## config.mk

```make
export PLATFORM = sky130hd
export DESIGN_NAME = spi_slave_rx_tx
export DESIGN_NICKNAME = d
export VERILOG_FILES = /design/src/rtl/spi_pkg.sv /design/src/rtl/spi_sync_edge.sv /design/src/rtl/spi_slave_rx_tx.sv
export SDC_FILE = /design/constraint.sdc
export NUM_CORES = 1
export LEC_CHECK = 0
export ABC_AREA = 1
export BUFFER_PORTS_ARGS = -buffer_cell sky130_fd_sc_hd__buf_4
export CAP_MARGIN = 20
export CELL_PAD_IN_SITES_DETAIL_PLACEMENT = 1
export CELL_PAD_IN_SITES_GLOBAL_PLACEMENT = 2
export CORE_ASPECT_RATIO = 1.1
export CORE_MARGIN = 8
export CORE_UTILIZATION = 36
export DETAILED_ROUTE_END_ITERATION = 8
export PLACE_DENSITY = 0.87
export SLEW_MARGIN = 10
export SYNTH_ARGS = -nofsm -noshare
export SYNTH_HDL_FRONTEND = slang
export SYNTH_HIERARCHICAL = 1
export SYNTH_SLANG_ARGS = --single-unit
```

## constraint.sdc

```tcl
create_clock -name clk -period 2.8 [get_ports clk]
set_input_delay 0.56 -clock clk [delete_from_list [all_inputs] [get_ports clk]]
set_output_delay 0.56 -clock clk [all_outputs]
set_load 0.01 [all_outputs]
```

## src/rtl/spi_pkg.sv

```systemverilog
// spi_pkg: shared definitions for the SPI responder (FSM states, CPOL/CPHA
// mode codes, default frame width).
package spi_pkg;

    // Default bits per SPI frame
    localparam int SPI_DATA_W = 8;

    // SPI modes as {cpol, cpha}
    localparam logic [1:0] MODE0 = 2'b00;
    localparam logic [1:0] MODE1 = 2'b01;
    localparam logic [1:0] MODE2 = 2'b10;
    localparam logic [1:0] MODE3 = 2'b11;

    typedef enum logic [1:0] {
        ST_IDLE  = 2'd0,
        ST_LOAD  = 2'd1,
        ST_SHIFT = 2'd2,
        ST_DONE  = 2'd3
    } spi_state_e;

endpackage

```

## src/rtl/spi_sync_edge.sv

```systemverilog
// spi_sync_edge: multi-flop synchroniser for one asynchronous input, plus a
// rise/fall detector comparing the last two synchronised samples.
module spi_sync_edge #(
    parameter int   SYNC_STAGES = 2,
    parameter logic RST_VAL     = 1'b0
) (
    input  logic clk_i,
    input  logic rst_ni,
    input  logic d_i,
    output logic sync_o,
    output logic rise_o,
    output logic fall_o
);

    logic [SYNC_STAGES-1:0] sync_q;
    logic [SYNC_STAGES-1:0] sync_d;
    logic                   prev_q;

    assign sync_d = {sync_q[SYNC_STAGES-2:0], d_i};

    // Move the raw input through the flop chain and remember the previous synchronised sample
    always_ff @(posedge clk_i or negedge rst_ni) begin
        if (!rst_ni) begin
            sync_q <= {SYNC_STAGES{RST_VAL}};
            prev_q <= RST_VAL;
        end else begin
            sync_q <= sync_d;
            prev_q <= sync_q[SYNC_STAGES-1];
        end
    end

    assign sync_o = sync_q[SYNC_STAGES-1];
    assign rise_o = sync_o & ~prev_q;
    assign fall_o = ~sync_o & prev_q;

endmodule

```

## src/rtl/spi_slave_rx_tx.sv

```systemverilog
// spi_slave_rx_tx: SPI responder running on the system clock. Oversamples
// SCK/SS/MOSI, exchanges one DATA_W-bit frame per select, and offers a
// byte-parallel tx buffer and rx output to local logic.
// Optional build macro SPI_SLAVE_LSB_FIRST_EN adds the lsb_first input.
module spi_slave_rx_tx
    import spi_pkg::*;
#(
    parameter int                DATA_W      = SPI_DATA_W,
    parameter int                SYNC_STAGES = 2,
    parameter logic [DATA_W-1:0] IDLE_TX     = '0
) (
    input  logic              clk,
    input  logic              rst,
    input  logic              en,
    input  logic              cpol,
    input  logic              cpha,
`ifdef SPI_SLAVE_LSB_FIRST_EN
    input  logic              lsb_first,
`endif
    input  logic              sck,
    input  logic              ss,
    input  logic              mosi,
    output logic              miso,
    output logic              miso_oe,
    input  logic [DATA_W-1:0] tx_data,
    input  logic              tx_load,
    output logic              tx_ready,
    output logic [DATA_W-1:0] rx_data,
    output logic              rx_valid,
    output logic              busy
);

    localparam int CNT_W = (DATA_W > 1) ? $clog2(DATA_W) : 1;

    // Bit-order helpers shared by the tx and rx paths
    function automatic logic tx_bit(input logic [DATA_W-1:0] v, input logic lsb);
        return lsb ? v[0] : v[DATA_W-1];
    endfunction

    function automatic logic [DATA_W-1:0] tx_advance(input logic [DATA_W-1:0] v, input logic lsb);
        return lsb ? (v >> 1) : (v << 1);
    endfunction

    function automatic logic [DATA_W-1:0] rx_insert(input logic [DATA_W-1:0] v, input logic b,
                                                    input logic lsb);
        return lsb ? {b, v[DATA_W-1:1]} : {v[DATA_W-2:0], b};
    endfunction

    logic lsb_mode;
`ifdef SPI_SLAVE_LSB_FIRST_EN
    assign lsb_mode = lsb_first;
`else
    assign lsb_mode = 1'b0;
`endif

    logic sck_s_unused, sck_rise, sck_fall;
    logic ss_s, ss_rise_unused, ss_fall;
    logic mosi_s, mosi_rise_unused, mosi_fall_unused;

    spi_sync_edge #(.SYNC_STAGES(SYNC_STAGES), .RST_VAL(1'b0)) u_sck_sync (
        .clk_i(clk), .rst_ni(rst), .d_i(sck),
        .sync_o(sck_s_unused), .rise_o(sck_rise), .fall_o(sck_fall)
    );

    // ss resets to the deselected level so miso_oe stays low through reset
    spi_sync_edge #(.SYNC_STAGES(SYNC_STAGES), .RST_VAL(1'b1)) u_ss_sync (
        .clk_i(clk), .rst_ni(rst), .d_i(ss),
        .sync_o(ss_s), .rise_o(ss_rise_unused), .fall_o(ss_fall)
    );

    // mosi shares the synchroniser delay of sck, so it lines up with the detected edge
    spi_sync_edge #(.SYNC_STAGES(SYNC_STAGES), .RST_VAL(1'b0)) u_mosi_sync (
        .clk_i(clk), .rst_ni(rst), .d_i(mosi),
        .sync_o(mosi_s), .rise_o(mosi_rise_unused), .fall_o(mosi_fall_unused)
    );

    logic [1:0] mode;
    logic       lead_edge, trail_edge, sample_edge, shift_edge, abort;

    assign mode        = {cpol, cpha};
    assign lead_edge   = cpol ? sck_fall : sck_rise;
    assign trail_edge  = cpol ? sck_rise : sck_fall;
    assign sample_edge = ((mode == MODE0) || (mode == MODE2)) ? lead_edge : trail_edge;
    assign shift_edge  = ((mode == MODE1) || (mode == MODE3)) ? lead_edge : trail_edge;
    assign abort       = !en || ss_s;

    spi_state_e        state_q, state_d;
    logic [DATA_W-1:0] tx_buf_q, tx_buf_d;
    logic              tx_ready_q, tx_ready_d;
    logic [DATA_W-1:0] tx_shift_q, tx_shift_d;
    logic [DATA_W-1:0] rx_shift_q, rx_shift_d;
    logic [CNT_W-1:0]  bit_cnt_q, bit_cnt_d;
    logic              miso_q, miso_d;
    logic [DATA_W-1:0] rx_data_q, rx_data_d;
    logic              rx_valid_q, rx_valid_d;

    // Next-state and datapath decisions for the frame FSM and tx handshake
    always_comb begin
        state_d    = state_q;
        tx_buf_d   = tx_buf_q;
        tx_ready_d = tx_ready_q;
        tx_shift_d = tx_shift_q;
        rx_shift_d = rx_shift_q;
        bit_cnt_d  = bit_cnt_q;
        miso_d     = miso_q;
        rx_data_d  = rx_data_q;
        rx_valid_d = 1'b0;

        if (tx_load && tx_ready_q) begin
            tx_buf_d   = tx_data;
            tx_ready_d = 1'b0;
        end

        case (state_q)
            ST_IDLE: begin
                if (en && ss_fall) state_d = ST_LOAD;
            end
            ST_LOAD: begin
                // An empty buffer sends IDLE_TX; a same-cycle load is kept for the next frame
                tx_shift_d = tx_ready_q ? IDLE_TX : tx_buf_q;
                tx_ready_d = 1'b1;
                if (tx_load) begin
                    tx_buf_d   = tx_data;
                    tx_ready_d = 1'b0;
                end
                rx_shift_d = '0;
                bit_cnt_d  = '0;
                if (!cpha) miso_d = tx_bit(tx_shift_d, lsb_mode);
                state_d = abort ? ST_IDLE : ST_SHIFT;
            end
            ST_SHIFT: begin
                if (abort) begin
                    state_d = ST_IDLE;
                end else begin
                    if (sample_edge) begin
                        rx_shift_d = rx_insert(rx_shift_q, mosi_s, lsb_mode);
                        if (bit_cnt_q == CNT_W'(DATA_W - 1)) state_d = ST_DONE;
                        else bit_cnt_d = bit_cnt_q + 1'b1;
                    end
                    // With cpha=0 a shift edge before the first sample is the previous
                    // frame's last trailing edge and must not disturb the fresh MSB.
                    if (shift_edge) begin
                        if (cpha && (bit_cnt_q == '0)) begin
                            miso_d = tx_bit(tx_shift_q, lsb_mode);
                        end else if (bit_cnt_q != '0) begin
                            tx_shift_d = tx_advance(tx_shift_q, lsb_mode);
                            miso_d     = tx_bit(tx_shift_d, lsb_mode);
                        end
                    end
                end
            end
            ST_DONE: begin
                rx_data_d  = rx_shift_q;
                rx_valid_d = 1'b1;
                state_d    = (!ss_s && en) ? ST_LOAD : ST_IDLE;
            end
            default: state_d = ST_IDLE;
        endcase
    end

    // State and datapath registers, cleared asynchronously by rst
    always_ff @(posedge clk or negedge rst) begin
        if (!rst) begin
            state_q    <= ST_IDLE;
            tx_buf_q   <= '0;
            tx_ready_q <= 1'b1;
            tx_shift_q <= '0;
            rx_shift_q <= '0;
            bit_cnt_q  <= '0;
            miso_q     <= 1'b0;
            rx_data_q  <= '0;
            rx_valid_q <= 1'b0;
        end else begin
            state_q    <= state_d;
            tx_buf_q   <= tx_buf_d;
            tx_ready_q <= tx_ready_d;
            tx_shift_q <= tx_shift_d;
            rx_shift_q <= rx_shift_d;
            bit_cnt_q  <= bit_cnt_d;
            miso_q     <= miso_d;
            rx_data_q  <= rx_data_d;
            rx_valid_q <= rx_valid_d;
        end
    end

    assign miso     = miso_q;
    assign miso_oe  = en & ~ss_s;
    assign tx_ready = tx_ready_q;
    assign rx_data  = rx_data_q;
    assign rx_valid = rx_valid_q;
    assign busy     = (state_q != ST_IDLE);

endmodule
```

* Yosys cells after proc, flatten, opt, wreduce, memory -nomap -nowiden
Index checks and enable logic that the tools add are counted.
** Word-level totals
- Bits in registers :: 48
- Bits in latches :: 0
- Bits in writable memories :: 0
- ROM bits :: 0
- Bits of input ports :: 17
- Output and inout port bits :: 13
- Logic and storage cells :: 98
- Memories kept :: 0
** Operators by class
- Add/sub/neg operators :: 1
- $mul :: 0
- Div/mod/pow operators :: 0
- $lt $le $gt $ge :: 0
- Equality and inequality tests :: 18
- Shift-type cells :: 0
- Mux-type cells :: 37
- Bitwise logic cells :: 7
- Reduce and logical (&&, ||, !) cells :: 21
** Operator list (count)
- 2-to-1 mux 8 bit :: 10
- case mux 8 bit (2 select lines) :: 2
- inequality test 2 bit, second input constant :: 8
- 2-to-1 mux 1 bit :: 14
- 2-to-1 mux 2 bit :: 5
- AND reduction 5 bit :: 2
- 2-to-1 mux 3 bit :: 3
- inequality test 3 bit, second input constant :: 3
- == test 2 bit, second input constant :: 4
- case mux 2 bit (4 select lines) :: 1
- case mux 3 bit (2 select lines) :: 1
- AND reduction 3 bit :: 2
- nonzero test 2 bit :: 3
- bitwise AND 1 bit :: 4
- == test 2 x 1 -> 1 bit, second input constant :: 2
- logical AND 1 bit :: 4
- zero test 2 bit :: 2
- AND reduction 4 bit :: 1
- adder 3 x 1 -> 3 bit, second input constant :: 1
- == test 3 bit, second input constant :: 1
- zero test 3 bit :: 1
- logical OR 1 bit :: 3
- NOT 1 bit :: 3
- nonzero test 3 bit :: 1
- 2 further kinds :: 3

* Depth between registers and ports, before layout
Gate-level depths: netlist (run 1).
- Word-level depth :: 7
- Mapped depth :: 10
- Gate-level depth less buffers :: 10

* Modules after synthesis
The synthesis (run 1) kept the hierarchy.
** Modules (own cells, without submodules)
- spi_slave_rx_tx :: times used 1, cells each 247, area each 1958.1 um^2, sequential area each 1002.2 um^2
- spi_sync_edge at u_mosi_sync ... :: times used 2, cells each 7, area each 90.1 um^2, sequential area each 75.1 um^2
- spi_sync_edge at u_ss_sync :: times used 1, cells each 7, area each 93.8 um^2, sequential area each 78.8 um^2

* Worst setup path before layout (run 1)
Ideal clock, no wire load.
- Kind :: input to register
- Start :: input port en
- End :: register tx_shift_q[0]
- Library setup time :: 0.117 ns
- Arrival :: 1.337 ns
- Required time :: 2.683 ns
- Slack :: 1.345 ns
- Stages on the path :: 9
- Buffers on the path :: 0
- Cell sequence :: inv_1 -> nor2_1 -> nand2_2 -> nand2_2 -> inv_2 -> nor2_8 -> nand2_4 -> nand2_1 -> nand2_1
** Between the ends
- Cells in the longest elaborated chain, start to end :: 4
** RTL lines
- from (decl) :: line spi_slave_rx_tx.sv:14 : input logic en,
- zero test 1 bit :: line spi_slave_rx_tx.sv:85 : assign abort = !en || ss_s;
- logical OR 1 bit :: line spi_slave_rx_tx.sv:85
- inequality test 2 bit (no line)
- AND reduction 5 bit (no line)
- to (signal assigned) :: line spi_slave_rx_tx.sv:177 : tx_shift_q <= tx_shift_d;
- to (decl) :: line spi_slave_rx_tx.sv:90 : logic [DATA_W-1:0] tx_shift_q, tx_shift_d;
Every way passes these cells.
A chain may end at the register's enable or synchronous reset.

* Final worst setup path (run 1)
- Start :: register state_q[1]
- End :: output port busy
** Between the ends
- Cells in the longest elaborated chain, start to end :: 1
** RTL lines
- from (decl) :: line spi_slave_rx_tx.sv:87 : spi_state_e state_q, state_d;
- from (signal assigned) :: line spi_slave_rx_tx.sv:174 : state_q <= state_d;
- nonzero test 2 bit :: line spi_slave_rx_tx.sv:191 : assign busy = (state_q != ST_IDLE);
- to (decl) :: line spi_slave_rx_tx.sv:30 : output logic busy
Every way passes these cells.

==> results of run 1 <==
==> metal layers <==
metal	share of wire, %	global-route usage [%]
met1	45	13.1
met2	50	19.9
met3	3.2	2.86
met4	1.6	5.00
met5	0	0
==> power breakdown <==
| group | switching (mW) | internal [mW] | total [mW] |
|---|---|---|---|
| clock | 0.231 | 0.292 | 0.524 |
| combinational | 0.416 | 0.224 | 0.640 |
| sequential | 0.0775 | 0.846 | 0.923 |
| total | 0.724 | 1.36 | 2.09 |
==> worst register-to-register path: stages, from the launching register on <==
cell	delay (ps)
dfrtp_1	490
inv_2	80
nor2_4	300
nand2_2	110
nand2_2	110
inv_2	70
nor2_8	170
nand2_4	110
nand2_1	80
nand2_1	40
==> state kept, by name, indices dropped and copies added (netlist names), 3 cells and up <==
signal and flops:
rx_data 8, tx_buf_q 8, tx_shift_q 8, bit_cnt_q 3
rx_shift_q 8
==> area by class of cell <==
type                    count  share of cell area, %
well taps                  77                   3.72
clock inverters             2                   1.50
multi-input cells         168                   30.7
clock buffers               6                   3.19
inverters                  41                   5.94
flip-flops and latches     48                   46.5
repair buffers             29                   8.40
==> stage by stage <==
| stage | cell area [sq um] | cells | hold WS, ps | worst slack, ps |
|---|---|---|---|---|
| 2_1_floorplan | 2180 | 261 | 264 | 1350 |
| 3_3_place_gp | 2470 | 363 | 334 | 1150 |
| 3_5_place_dp | 2470 | 363 | 339 | 1130 |
| 4_1_cts | 2590 | 371 | 290 | 1090 |
| 5_1_grt | 2590 | 371 | 315 | 990 |
| 6_report | 2590 | 371 | 266 | 1110 |
==> worst min-delay path by stage <==
| stage | startpoint | end | slack (ps) | cells after the start |
|---|---|---|---|---|
| floorplan | rst | bit_cnt_q[0] | 260 | 0 |
| global placement | u_mosi_sync/sync_q[0] | u_mosi_sync/sync_q[1] | 330 | 0 |
| detailed placement | u_mosi_sync/sync_q[0] | u_mosi_sync/sync_q[1] | 340 | 0 |
| CTS | rst | tx_buf_q[2] | 290 | 1 |
| global route | rst | rx_data[3] | 320 | 1 |
| finish | rst | rx_data[2] | 270 | 1 |
==> layout by cell type, fill, tap and decap left out <==
master,count
nand2_1,74
dfrtp_1,44
inv_1,38
buf_4,29
o21ai_0,25
nor2_1,22
nand3_1,21
a21oi_1,9
clkbuf_8,6
dfstp_2,4
inv_2,3
nand2_2,3
ha_1,3
nor2_4,2
nor2_2,2
nand4_1,2
o21ai_2,1
nor2_8,1
nand3_2,1
nand2_4,1
nand3b_1,1
clkinv_4,1
bufinv_16,1
==> out/summary.txt, run 1 <==
FF-to-FF setup slack = 1130 ps
Post-DRT Antenna Nets = 0
drt initial violations = 41
LEAKAGE = 1.33 nW
max_slew headroom = 59.5%
largest net degree at the start of global routing = 49
crit path buf inv count = 2
count of final setup violators = 0
Diodes inserted = 0
FF+latch area = 1210 sq um
vias = 1737
I/O pins = 30
Congestion Overflow GR = 0
setup TNS = 0 ps
CP Max Fanout = 5
fin crit period = 1690 ps
global-route wire length before repair = 8.45 mm
final period utilization = 60.3%
standard cell core area = 5810 sq um
critical path cell sequence = nor2_1 > inv_1 > buf_4
H-tree depth = 2
Die Y = 97.7 microns
post-CTS sizing = 0
Critical Path End Type = output pin
initial antenna violation count = 0
drt drc = 0
Hold Crit Class = in2async
Starting Density = 37.6%
Final Hold Violating Endpoints = 0
Clk Tree Root Cell = clkbuf_8
post-route core utilization = 44.7%
Overall Global Routing Usage = 11.5%
Critical Path Max Stage Delay = 470 ps
Worst Setup Start Kind = register
Syn-to-layout area delta = 18.7%
CTS max path bufs = 2
wire per inst = 12.6 microns
ratio of cells with drive above 1 in the final layout = 18.7%
hpwl dp = 3.42 mm
Synth Instances = 261
Worst path slowest cell = dfrtp_1
final layout net count = 313
Die Footprint = 8820 sq um
CP top delay family = flip-flops
worst-margin pin slew = 607 ps
drt pass-1 iters = 4
Multi-input gate area = 797 sq um
Final Wtd Congestion = 0.829
die extent in x = 90.3 microns
PD cells = 805 nW/um^2
IO buf count = 29
vias per inst = 4.68
cts hold-fix bufs = 0
syn nets = 281
Total Power = 2.09 mW
Max-cap violations = 0
start point of the critical path = state_q[1]
Worst setup endpoint = busy
worst vdd ir = 0.000433 V
status = finished clean
WP data arrival = 1130 ps
CTS tree = built
RSZ-0062 raised after global routing = no
Worst R2R Start = state_q[1]
fmax = 0.593 GHz
Crit Path Class = reg2out
CTS Buf Count = 5
Synth Cell Area = 2180 sq um
mean area per synthesized cell = 8.37 sq um
Syn. warnings = 6
Filler cells = 716
vias in the first global route = 1922
Crit path required time = 2240 ps
clock sink count = 48
RR Endpoint = tx_shift_q[7]
Final Slew Violations = 0
clock skew = 8.70 ps
worst skew pair latency = 300 ps
Worst-path clk slew = 80 ps
R2R cell count = 9
Rows = 29
setup bufs post-CTS = 0
Critical Path Stages = 3
final wirelength = 4.67 mm
(Power assumes the default switching activity.)
==> run 2: changes to the inputs <==
--- a/config.mk
+++ b/config.mk
@@ -5,16 +5,16 @@
 export SDC_FILE = /design/constraint.sdc
 export NUM_CORES = 1
 export LEC_CHECK = 0
-export ABC_AREA = 1
+export ABC_AREA = 0
 export BUFFER_PORTS_ARGS = -buffer_cell sky130_fd_sc_hd__buf_4
 export CAP_MARGIN = 20
 export CELL_PAD_IN_SITES_DETAIL_PLACEMENT = 1
 export CELL_PAD_IN_SITES_GLOBAL_PLACEMENT = 2
 export CORE_ASPECT_RATIO = 1.1
 export CORE_MARGIN = 8
-export CORE_UTILIZATION = 36
+export CORE_UTILIZATION = 34
 export DETAILED_ROUTE_END_ITERATION = 8
-export PLACE_DENSITY = 0.87
+export PLACE_DENSITY = 0.78
 export SLEW_MARGIN = 10
 export SYNTH_ARGS = -nofsm -noshare
 export SYNTH_HDL_FRONTEND = slang
==> constraint.sdc (replaced) <==
create_clock -name clk -period 1.5 [get_ports clk]
set_input_delay 0.3 -clock clk [delete_from_list [all_inputs] [get_ports clk]]
set_output_delay 0.3 -clock clk [all_outputs]
set_load 0.01 [all_outputs]
==> out/summary.txt, run 2 <==
status = complete, but fails checks
failing checks = negative hold slack, negative setup slack
clock skew = 7.89 ps (-0.811 ps)
Die Footprint = 9090 sq um (+3.1%)
vias in the first global route = 1633 (-15%)
setup TNS = -464 ps (-464 ps)
vias per inst = 4.57 (-2.3%)
Detail Route met2 WL = 2.23 mm (-4.3%)
Critical Path Max Stage Delay = 460 ps (about the same)
Final Wtd Congestion = 0.730 (-12%)
Clk pwr share = 26.1% (+1.0 points)
RSZ-0062 raised after global routing = yes
Crit path required time = 1690 ps (-550 ps)
Filler cells = 654 (-8.7%)
Seq pwr share = 55.4% (+11 points)
hpwl dp = 3.16 mm (-7.4%)
Psw = 800 uW (+10%)
count of final setup violators = 20 (+20)
Congestion Overflow GR = 0 (unchanged)
final wirelength = 4.51 mm (-3.5%)
fin crit period = 1550 ps
Syn-to-layout area delta = 35.7%
final cell count without fillers = 316 (-15%)
syn nets = 196 (-30%)
H-tree depth = 2 (unchanged)
initial antenna violation count = 0 (unchanged)
Post-Route M1 WL = 2.02 mm (-5.0%)
max_slew headroom = 58.6% (-0.96 points)
Crit Path Class = reg2reg
global-route wire length before repair = 7.78 mm (-7.9%)
final period utilization = 103%
Starting Density = 35.0% (-2.7 points)
vias = 1445 (-17%)
Total Power = 2.98 mW (+43%)
standard cell core area = 6120 sq um (+5.4%)
LEAKAGE = 1.40 nW (+4.6%)
die extent in x = 91.6 microns (+1.5%)
wire per inst = 14.3 microns (+13%)
Rows = 30 (+3.4%)
Diodes inserted = 0 (unchanged)
worst skew pair latency = 300 ps (about the same)
Worst-path clk slew = 90 ps (about the same)
Clk Tree Root Cell = clkbuf_8
Die Y = 99.2 microns (+1.5%)
Post-Place Cells = 301 (-17%)
drt drc = 0 (unchanged)
Worst path slowest cell = dfrtp_2
worst-margin pin slew = 621 ps (+14.4 ps)
post-route core utilization = 47.5% (+2.8 points)
clock sink count = 48 (unchanged)
Final Hold Violating Endpoints = 1 (+1)
largest net degree at the start of global routing = 49 (unchanged)
PD cells = 1020 nW/um^2 (+27%)
Worst Setup Start Kind = register
crit path buf inv count = 0 (-2)
Critical Path End Type = register
Max-cap violations = 0 (unchanged)
Highest Signal Layer = met4
drt initial violations = 32 (-22%)
I/O pins = 30 (unchanged)
Synth Instances = 176 (-33%)
critical path cell sequence = nand4bb_4 > o21ai_4 > nand2_4 > mux2_4
Post-DRT Antenna Nets = 0 (unchanged)
Logic pwr share = 18.5% (-12 points)
Final Slew Violations = 0 (unchanged)
Cell Int Power = 2.18 mW (+60%)
worst vdd ir = 0.000613 V (+42%)
drt pass-1 iters = 4 (unchanged)
ratio of cells with drive above 1 in the final layout = 45.8% (+27 points)
Synth Cell Area = 2140 sq um (-2.1%)
met3 WL = 219 microns (+46%)
Overall Global Routing Usage = 10.5% (-1.0 points)
Switching Share = 26.9% (-7.8 points)
CP Max Fanout = 7 (+2)
fmax = 0.647 GHz
IO buf count = 29 (unchanged)
mean area per synthesized cell = 12.2 sq um (+45%)
Design Area, Final = 2900 sq um (+12%)
CTS max path bufs = 2 (unchanged)
Placement Setup Slack = -133 ps (-1260 ps)
Hold Crit Class = in2async
most frequent cells in the layout = 46 x buf_4, 42 x dfrtp_1, 25 x nand2_1, 13 x mux2_1, 12 x mux2_4
Syn. warnings = 6 (unchanged)
CP top delay family = flip-flops
most common cell after layout, fill and taps aside = buf_4
final layout net count = 255 (-19%)
cts hold-fix bufs = 0 (unchanged)
WP data arrival = 1730 ps (+600 ps)
Placed Area = 2640 sq um (+6.8%)
post-route worst setup slack = -45.3 ps (-1160 ps)
Fin Hold WS = -1.47 ps (-268 ps)
CTS tree = built
CTS Buf Count = 5 (unchanged)
run 2: changes by cell type in the layout (fill, tap and decap cells not counted), moves of 9 or more:
| cell | previous run | this run |
|---|---|---|
| inv_1 | 38 | 8 |
| nor2_1 | 22 | 8 |
| mux2_4 | 0 | 12 |
| buf_4 | 29 | 46 |
| nand3_1 | 21 | 0 |
| mux2_1 | 0 | 13 |
| buf_6 | 0 | 9 |
| o21ai_0 | 25 | 7 |
| nand2_1 | 74 | 25 |
run 2: power by group through the flow:
stage	sequential, mW	combinational, mW	clock [mW]
finish	1.65	0.551	0.776
detailed placement	1.66	0.511	0
CTS	1.64	0.521	0.828
global placement	1.66	0.488	0
floorplan	1.63	0.334	0
global route	1.68	0.626	0.876
run 2: layout make-up:
class                      count  area [sq um]  area share (%)
multi-input combinational    112           975            33.6
clock inverter                 3          23.8           0.819
inverter                      11          41.3            1.42
tap                           80           100            3.45
timing repair buffer          57           487            16.8
sequential                    48          1210            41.6
clock buffer                   5          68.8            2.37
run 2: worst paths after layout:
kind / cells after the start / startpoint / endpoint / slack [ps]
worst max-delay path: 4 / state_q[0] / tx_shift_q[1] / -50
worst min-delay path: 1 / rst / rx_shift_q[6] / -1
worst max register to register: 4 / state_q[0] / tx_shift_q[1] / -50
worst min register to register: 0 / u_ss_sync/sync_q[0] / u_ss_sync/sync_q[1] / 360
max in group asynchronous: 1 / rst / state_q[0] / 1050
min in group clk: 1 / mosi / u_mosi_sync/sync_q[0] / 100
run 2: timing repair:
action                     CTS  global route
setup buffers                6             1
pin swaps                    5             5
gates resized for setup      9            23
setup endpoints to repair   13            30
run 2: worst reg2reg max path, stage by stage, from the launching register on:
cell	delay (ps)
dfrtp_2	460
nand4bb_4	290
o21ai_4	240
nand2_4	130
mux2_4	320
run 2: routing by layer:
layer,GRT usage [%],vias up
met4,3.03,0
met2,17.1,26
met1,12.8,705
met3,3.32,4
met5,0,-
li1,-,710
